## config.mk

```make
export PLATFORM = sky130hd
export DESIGN_NAME = keycode_action_ctrl_flat
export DESIGN_NICKNAME = d
export VERILOG_FILES = /design/src/rtl/keycode_action_ctrl_pkg.sv /design/src/rtl/keycode_action_ctrl_if.sv /design/src/rtl/keycode_action_ctrl_cooldown.sv /design/src/rtl/keycode_action_ctrl.sv /design/src/flat_wrapper.sv
export SDC_FILE = /design/constraint.sdc
export NUM_CORES = 1
export LEC_CHECK = 0
export BUFFER_PORTS_ARGS = -buffer_cell sky130_fd_sc_hd__buf_2
export CORE_ASPECT_RATIO = 1.2
export CORE_MARGIN = 5
export CORE_UTILIZATION = 60
export CTS_BUF_LIST = sky130_fd_sc_hd__clkbuf_4
export CTS_CLUSTER_DIAMETER = 30
export DETAILED_ROUTE_END_ITERATION = 12
export PLACE_DENSITY = 0.8
export SLEW_MARGIN = 10
export SYNTH_ARGS = -nofsm -noshare
export SYNTH_HDL_FRONTEND = slang
export SYNTH_SLANG_ARGS = --single-unit
```

## constraint.sdc

```tcl
create_clock -name Clk -period 4.75 [get_ports Clk]
set_clock_uncertainty 0.1 [all_clocks]
set_input_delay 0.7125 -clock Clk [delete_from_list [all_inputs] [get_ports Clk]]
set_output_delay 0.7125 -clock Clk [all_outputs]
set_load 0.05 [all_outputs]
```

## src/rtl/keycode_action_ctrl_pkg.sv

```systemverilog
// Keycode constants and jump state encoding shared by the keycode action controller.
package hk_input_pkg;

    localparam logic [7:0] KC_NONE  = 8'h00;
    localparam logic [7:0] KC_A     = 8'h04;
    localparam logic [7:0] KC_D     = 8'h07;
    localparam logic [7:0] KC_SPACE = 8'h2C;
    localparam logic [7:0] KC_J     = 8'h0D;
    localparam logic [7:0] KC_K     = 8'h0E;

    typedef enum logic [1:0] {
        IDLE     = 2'd0,
        BUF      = 2'd1,
        WAIT_REL = 2'd2
    } jump_state_t;

endpackage

```

## src/rtl/keycode_action_ctrl_if.sv

```systemverilog
// Keycode in, per-frame player actions out; master drives keys/frame/ack, slave is the controller.
interface keycode_action_ctrl_if;

    logic [7:0] keycode;
    logic       frame_clk;
    logic       jump_ack;
    logic       move_left;
    logic       move_right;
    logic       facing_left;
    logic       jump_held;
    logic       jump_req;
    logic       attack_pulse;
    logic       dash_pulse;

    modport master (
        output keycode, frame_clk, jump_ack,
        input  move_left, move_right, facing_left, jump_held, jump_req, attack_pulse, dash_pulse
    );

    modport slave (
        input  keycode, frame_clk, jump_ack,
        output move_left, move_right, facing_left, jump_held, jump_req, attack_pulse, dash_pulse
    );

endinterface

```

## src/rtl/keycode_action_ctrl_cooldown.sv

```systemverilog
// One-frame action pulse with a frame-counted cooldown; presses during cooldown are dropped.
module key_pulse_cooldown #(
    parameter int CD = 20
) (
    input  logic Clk,
    input  logic Reset,
    input  logic frame_tick,
    input  logic press,
    output logic pulse
);

    localparam int CW = $clog2(CD + 1);

    logic [CW-1:0] cd_cnt;

    always_ff @(posedge Clk) begin
        if (Reset) begin
            pulse  <= 1'b0;
            cd_cnt <= '0;
        end else if (frame_tick) begin
            if (press && (cd_cnt == '0)) begin
                pulse  <= 1'b1;
                cd_cnt <= CW'(CD);
            end else begin
                pulse <= 1'b0;
                if (cd_cnt != '0)
                    cd_cnt <= cd_cnt - 1'b1;
            end
        end
    end

endmodule

```

## src/rtl/keycode_action_ctrl.sv

```systemverilog
// Filters the PIO keycode and turns it into frame-synchronous knight actions.
//  state    | meaning
//  IDLE     | no jump outstanding; a Space press seen at a frame tick starts one
//  BUF      | jump_req high, waiting for jump_ack or the buffer to run out
//  WAIT_REL | request done; Space must be released before another can start
module keycode_action_ctrl
    import hk_input_pkg::*;
#(
    parameter int FILTER_CYC = 4,
    parameter int JUMP_BUF   = 6,
    parameter int ATK_CD     = 20,
    parameter int DASH_CD    = 40
) (
    input logic                 Clk,
    input logic                 Reset,
    keycode_action_ctrl_if.slave bus
);

    localparam int FW = $clog2(FILTER_CYC + 1);
    localparam int BW = $clog2(JUMP_BUF + 1);
    localparam logic [FW-1:0] FILT_LAST = FW'(FILTER_CYC - 1);

    localparam logic [1:0] ST_IDLE = IDLE;
    localparam logic [1:0] ST_BUF  = BUF;
    localparam logic [1:0] ST_WAIT = WAIT_REL;

    logic          fs1, fs2, fs3;
    logic          frame_tick;
    logic [7:0]    key_prev;
    logic [7:0]    key_stable;
    logic [FW-1:0] filt_cnt;
    logic          key_load;
    logic          flag_space, flag_atk, flag_dash;
    logic [1:0]    jump_state;
    logic [BW-1:0] buf_cnt;

    always_ff @(posedge Clk) begin
        if (Reset) begin
            fs1 <= 1'b0;
            fs2 <= 1'b0;
            fs3 <= 1'b0;
        end else begin
            fs1 <= bus.frame_clk;
            fs2 <= fs1;
            fs3 <= fs2;
        end
    end

    assign frame_tick = fs2 & ~fs3;

    // Only a real change of the accepted key counts as a press.
    assign key_load = (bus.keycode == key_prev) && (filt_cnt == FILT_LAST)
                      && (bus.keycode != key_stable);

    always_ff @(posedge Clk) begin
        if (Reset) begin
            key_prev   <= KC_NONE;
            key_stable <= KC_NONE;
            filt_cnt   <= '0;
        end else begin
            key_prev <= bus.keycode;
            if (bus.keycode != key_prev)
                filt_cnt <= '0;
            else if (filt_cnt != FILT_LAST)
                filt_cnt <= filt_cnt + 1'b1;
            if (key_load)
                key_stable <= bus.keycode;
        end
    end

    // A press landing on the tick cycle survives into the next frame.
    always_ff @(posedge Clk) begin
        if (Reset) begin
            flag_space <= 1'b0;
            flag_atk   <= 1'b0;
            flag_dash  <= 1'b0;
        end else begin
            flag_space <= (key_load && bus.keycode == KC_SPACE) | (flag_space & ~frame_tick);
            flag_atk   <= (key_load && bus.keycode == KC_J)     | (flag_atk   & ~frame_tick);
            flag_dash  <= (key_load && bus.keycode == KC_K)     | (flag_dash  & ~frame_tick);
        end
    end

    always_ff @(posedge Clk) begin
        if (Reset) begin
            bus.move_left   <= 1'b0;
            bus.move_right  <= 1'b0;
            bus.jump_held   <= 1'b0;
            bus.facing_left <= 1'b0;
        end else if (frame_tick) begin
            bus.move_left  <= (key_stable == KC_A);
            bus.move_right <= (key_stable == KC_D);
            bus.jump_held  <= (key_stable == KC_SPACE);
            if (key_stable == KC_A)
                bus.facing_left <= 1'b1;
            else if (key_stable == KC_D)
                bus.facing_left <= 1'b0;
        end
    end

    always_ff @(posedge Clk) begin
        if (Reset) begin
            jump_state   <= ST_IDLE;
            buf_cnt      <= '0;
            bus.jump_req <= 1'b0;
        end else begin
            case (jump_state)
                ST_IDLE: begin
                    if (frame_tick && flag_space) begin
                        jump_state   <= ST_BUF;
                        buf_cnt      <= BW'(JUMP_BUF);
                        bus.jump_req <= 1'b1;
                    end
                end
                ST_BUF: begin
                    if (bus.jump_ack) begin
                        jump_state   <= ST_WAIT;
                        buf_cnt      <= '0;
                        bus.jump_req <= 1'b0;
                    end else if (frame_tick) begin
                        if (buf_cnt > BW'(1)) begin
                            buf_cnt <= buf_cnt - 1'b1;
                        end else begin
                            buf_cnt      <= '0;
                            bus.jump_req <= 1'b0;
                            jump_state   <= ST_WAIT;
                        end
                    end
                end
                ST_WAIT: begin
                    if (key_stable != KC_SPACE)
                        jump_state <= ST_IDLE;
                end
                default: jump_state <= ST_IDLE;
            endcase
        end
    end

    key_pulse_cooldown #(.CD(ATK_CD)) u_attack (
        .Clk        (Clk),
        .Reset      (Reset),
        .frame_tick (frame_tick),
        .press      (flag_atk),
        .pulse      (bus.attack_pulse)
    );

    key_pulse_cooldown #(.CD(DASH_CD)) u_dash (
        .Clk        (Clk),
        .Reset      (Reset),
        .frame_tick (frame_tick),
        .press      (flag_dash),
        .pulse      (bus.dash_pulse)
    );

endmodule

```

## src/flat_wrapper.sv

```systemverilog
// flat-port wrapper written by rule: the top's interface ports become plain ports
module keycode_action_ctrl_flat import hk_input_pkg::*;
#(
    parameter int FILTER_CYC = 4,
    parameter int JUMP_BUF   = 6,
    parameter int ATK_CD     = 20,
    parameter int DASH_CD    = 40
)
  (Clk, Reset, bus_keycode, bus_frame_clk, bus_jump_ack, bus_move_left, bus_move_right, bus_facing_left, bus_jump_held, bus_jump_req, bus_attack_pulse, bus_dash_pulse);
  keycode_action_ctrl_if bus_i ();
  input logic Clk;
  input logic Reset;
  input wire logic [$bits(bus_i.keycode)-1:0] bus_keycode;
  input wire logic [$bits(bus_i.frame_clk)-1:0] bus_frame_clk;
  input wire logic [$bits(bus_i.jump_ack)-1:0] bus_jump_ack;
  output wire logic [$bits(bus_i.move_left)-1:0] bus_move_left;
  output wire logic [$bits(bus_i.move_right)-1:0] bus_move_right;
  output wire logic [$bits(bus_i.facing_left)-1:0] bus_facing_left;
  output wire logic [$bits(bus_i.jump_held)-1:0] bus_jump_held;
  output wire logic [$bits(bus_i.jump_req)-1:0] bus_jump_req;
  output wire logic [$bits(bus_i.attack_pulse)-1:0] bus_attack_pulse;
  output wire logic [$bits(bus_i.dash_pulse)-1:0] bus_dash_pulse;
  assign bus_i.keycode = bus_keycode;
  assign bus_i.frame_clk = bus_frame_clk;
  assign bus_i.jump_ack = bus_jump_ack;
  assign bus_move_left = bus_i.move_left;
  assign bus_move_right = bus_i.move_right;
  assign bus_facing_left = bus_i.facing_left;
  assign bus_jump_held = bus_i.jump_held;
  assign bus_jump_req = bus_i.jump_req;
  assign bus_attack_pulse = bus_i.attack_pulse;
  assign bus_dash_pulse = bus_i.dash_pulse;
  keycode_action_ctrl #(.FILTER_CYC(FILTER_CYC), .JUMP_BUF(JUMP_BUF), .ATK_CD(ATK_CD), .DASH_CD(DASH_CD)) u_core (.Clk(Clk), .Reset(Reset), .bus(bus_i));
endmodule
```

==> results.txt <==
- Outcome: finished clean
- Die Outline Area: 0.00494 mm2
- In the routed design, unresolved DRC markers number 0.
* Worst Hold Path Cells: 1
- Share of the yosys chip area belonging to registers: 44.1%
* Antenna violations before repair: 0
- In this run the critical register-to-register path is captured at u_core.u_attack.cd_cnt[2]$_SDFFE_PP0P_.
* Worst Path Required: 4.88 ns
* Nets@finish: 272
* Met3 Wirelength: 159 um
- Via count of the first global-routing pass: 1,576
* Compound-cell area share of the yosys netlist: 12.6%
- Across all hold checks on the routed design, the worst slack comes to 0.354 ns.
- Number of antenna repair diodes: 0
* Wire length reported by the detailed router: 3900 um
- Pin count of the biggest net entering global routing: 45
- Worst setup EP type: register
- For this design the top-level I/O count stands at 19.
* Number of DRC violations after detailed-routing iteration 0: 51
- Once placement finished, the instance area stood at 0.00229 mm2.
- Setup slack of the most critical reg-to-reg path: 2.77 ns
- Worst Path Class, Setup: reg2reg
- The analysis attributes to cell leakage a power of 0.910 nW.
- Post-Syn Nets: 254
* Total length of routed met2 wires: 1890 um
- The first detailed-routing pass ran for 4 iterations.
* Post-route standard cell area excluding fillers: 0.00237 mm2
- The die is 65.0 um wide.
* DR vias/cell: 5.65
* Share of the synthesized netlist area taken by xor and xnor gates: 7.24%
- Area grow syn2layout: 8.62%
* Crit path DAT: 2.11 ns
- Hold Startpoint: u_core.fs1$_SDFF_PP0_
- In the finished design, the share of the clock period the worst path needs comes to 41.6%.
- The congestion estimate from routability-driven global placement came to 0.842.
- In the final timing run, aggregate negative setup slack is 0 ns.
* Wire length on met1: 1780 um
- Number of H-tree levels: 2
* Height of the die: 76.0 um
- Post-synthesis area per instance: 9.23 um2
- After detailed routing, the average wire length per cell comes to 13.3 um.
- In this run the post-CTS setup repair buffer count came out at 0.
- Synth Register Bits: 48
- Total number of clock tree sinks: 48
- Clock transition at the registers of the reported paths: 0.13 ns
* Global-route wire length before repair: 6890 um
* Later-pin clock latency in the skew report: 0.35 ns
- Worst-margin pin slew: 0.848 ns
- Gates resized during post-CTS repair numbered 0.
* Highest layer used for signal routing: met4
- Mux cell area share after synthesis: 5.05%
- Summing every instance area after synthesis gives 0.00218 mm2.
* Overall track demand over capacity in global routing: 17.4%
- Number of flops mapped to enable cells by yosys: 0
- Hold violation count in the final report: 0
- Floorplan Core Area: 0.00357 mm2
- Input and output buffers added on the ports amount to 18.
- Hold buffer count at cts: 0
- Combinational family with the most area after synthesis: simple AND/OR/NAND/NOR gates
* Share of post-route cells with drive strength above 1: 14.5%
- HPWL after detailed placement: 2870 um
* Number of max-slew violations in the final report: 0
* Number of instances in the synthesized netlist: 236
* Vias: 1,661
* Number of setup violations in the final report: 0
- Maximum buffer depth of the clock tree: 2
- TritonCTS built the clock tree.
* DRT antenna net count: 0
- Arithmetic-cell share of the synthesized area counting full adders, half adders and majority gates: 3.45%
- Subtracting the final worst setup slack from the clock period gives 1.98 ns.
- Core Rows: 24
- Maximum resistive drop on vdd: 0.196 mV
* Setup repair after global routing missed its margin: false
- Cts bufs inserted: 5
- Along the worst path, the maximum fanout reaches 5.
* Worst reg2reg startpoint: u_core.u_attack.cd_cnt[0]$_SDFFE_PP0P_
- Starting Density: 61.0%
* Async set-or-reset flop fraction in the synthesized netlist: 0%
* Buffer type at the clock tree root: clkbuf_4
* Post-synthesis share of cell area spent on and, or, nand and nor gates: 24.2%
- Headroom to the max-slew limit came out at 42.7%.
- Max-cap violations: 0
- In this run, distinct cell masters in the synthesized netlist total 41.
- Worst min-delay path endpoint: u_core.fs2$_SDFF_PP0_
- The Yosys step of the flow raised 0 warnings.
* Power per cell area: 290 mW/mm2
* Worst hold path class: reg2reg
- The number of cells on the worst reg-to-reg path is 7.
- GRT overflow: 0
- For this run, the top clock speed supported by timing is 506 MHz.
* Number of inserted filler cells in the final layout: 314
- Total power: 0.685 mW
- Cells fill 66.2% of the core in the end.
- STA classifies the critical path startpoint as a register.
- Post-synth top flop: dfxtp_1
-- cell usage in the layout (no fill, tap or decap), types with 3 or more instances in the layout --
cell and instances:
nand2_1 15, o21ai_1 4, xnor2_1 9, buf_2 18
ha_1 6, dfxtp_1 48, nor2_1 29, nand3_1 3
a21oi_1 16, nor3_1 9, clkbuf_4 5, nor2b_1 19
mux2_2 8, inv_1 12, xor2_1 9, o21ai_0 4
nor4b_1 3, a21o_1 3
-- kinds of logic (layout without fill, tap and decap cells) --
kind of cell | count (synthesis) | count (layout)
multiplexers | 10 | 10
buffers and inverters | 19 | 38
adder cells (fa/ha/maj) | 6 | 6
flip-flops | 48 | 48
AO/OA/AOI/OAI | 41 | 41
XOR/XNOR | 18 | 18
AND/OR/NAND/NOR | 94 | 94
-- cell type report --
type	instances	area, um2	area share [%]
sequential	48	961	40.6
clock inverter	3	37.5	1.59
multi-input combinational	169	1150	48.4
tap	39	48.8	2.06
timing repair buffer	18	90.1	3.81
inverter	12	45.0	1.90
clock buffer	5	37.5	1.59
-- stage by stage --
step	worst slack, ns	cells
finish	2.77	294
global route	2.53	294
CTS	2.75	294
detailed placement	2.48	286
global placement	2.52	286
floorplan	2.75	236
-- where the power goes --
group | total, mW | leakage, nW | switching [mW] | internal, mW
sequential | 0.410 | 0.389 | 0.00247 | 0.408
clock | 0.227 | 0.0403 | 0.120 | 0.108
combinational | 0.0474 | 0.480 | 0.0310 | 0.0164
total | 0.685 | 0.910 | 0.153 | 0.532
-- worst max-delay path, cell delays in order, from the launching register on --
cell     delay [ns]
dfxtp_1        0.35
inv_1          0.06
ha_1           0.16
nor4b_1        0.69
a21o_1         0.26
nor2_1         0.06
xnor2_1        0.12
nor2_1         0.05
-- worst max path at each step --
stage,start,endpoint,cells after the start
global route,u_core.key_stable[2]$_SDFFE_PP0P_,u_core.bus.facing_left$_SDFFE_PP0P_,5
floorplan,bus_keycode[5],u_core.flag_atk$_SDFF_PP0_,5
finish,u_core.u_attack.cd_cnt[0]$_SDFFE_PP0P_,u_core.u_attack.cd_cnt[2]$_SDFFE_PP0P_,7
detailed placement,bus_keycode[5],u_core.flag_space$_SDFF_PP0_,6
global placement,bus_keycode[1],u_core.flag_atk$_SDFF_PP0_,6
CTS,u_core.u_attack.cd_cnt[0]$_SDFFE_PP0P_,u_core.u_attack.cd_cnt[2]$_SDFFE_PP0P_,7
-- registers in the layout, summed over array words and instances (netlist names), 2 cells and up --
register,flops
u_core.key_prev,8
u_core.u_attack.cd_cnt,5
u_core.buf_cnt,3
u_core.key_stable,8
u_core.u_dash.cd_cnt,6
u_core.jump_state,2
u_core.filt_cnt,3
-- cells in the mapped netlist (3+ instances only) --
| cell type | count | area share [%] |
|---|---|---|
| dfxtp_1 | 48 | 44 |
| nor2_1 | 29 | 5.0 |
| nor2b_1 | 19 | 5.5 |
| a21oi_1 | 16 | 3.7 |
| nand2_1 | 15 | 2.6 |
| inv_1 | 12 | 2.1 |
| nor3_1 | 9 | 2.1 |
| xnor2_1 | 9 | 3.6 |
| xor2_1 | 9 | 3.6 |
| mux2_2 | 8 | 4.1 |
| clkbuf_1 | 6 | 1.0 |
| ha_1 | 6 | 3.4 |
| o21ai_0 | 4 | 0.92 |
| o21ai_1 | 4 | 0.92 |
| a21o_1 | 3 | 1.0 |
| nand3_1 | 3 | 0.69 |
| nor4b_1 | 3 | 1.2 |
-- routing by layer --
| layer | global-route usage [%] | vias to the layer above |
|---|---|---|
| met2 | 29.1 | 29 |
| met5 | 0 | - |
| met1 | 21.6 | 778 |
| met4 | 5.71 | 0 |
| li1 | - | 848 |
| met3 | 4.57 | 6 |
Power figures use the tool's default switching activity.
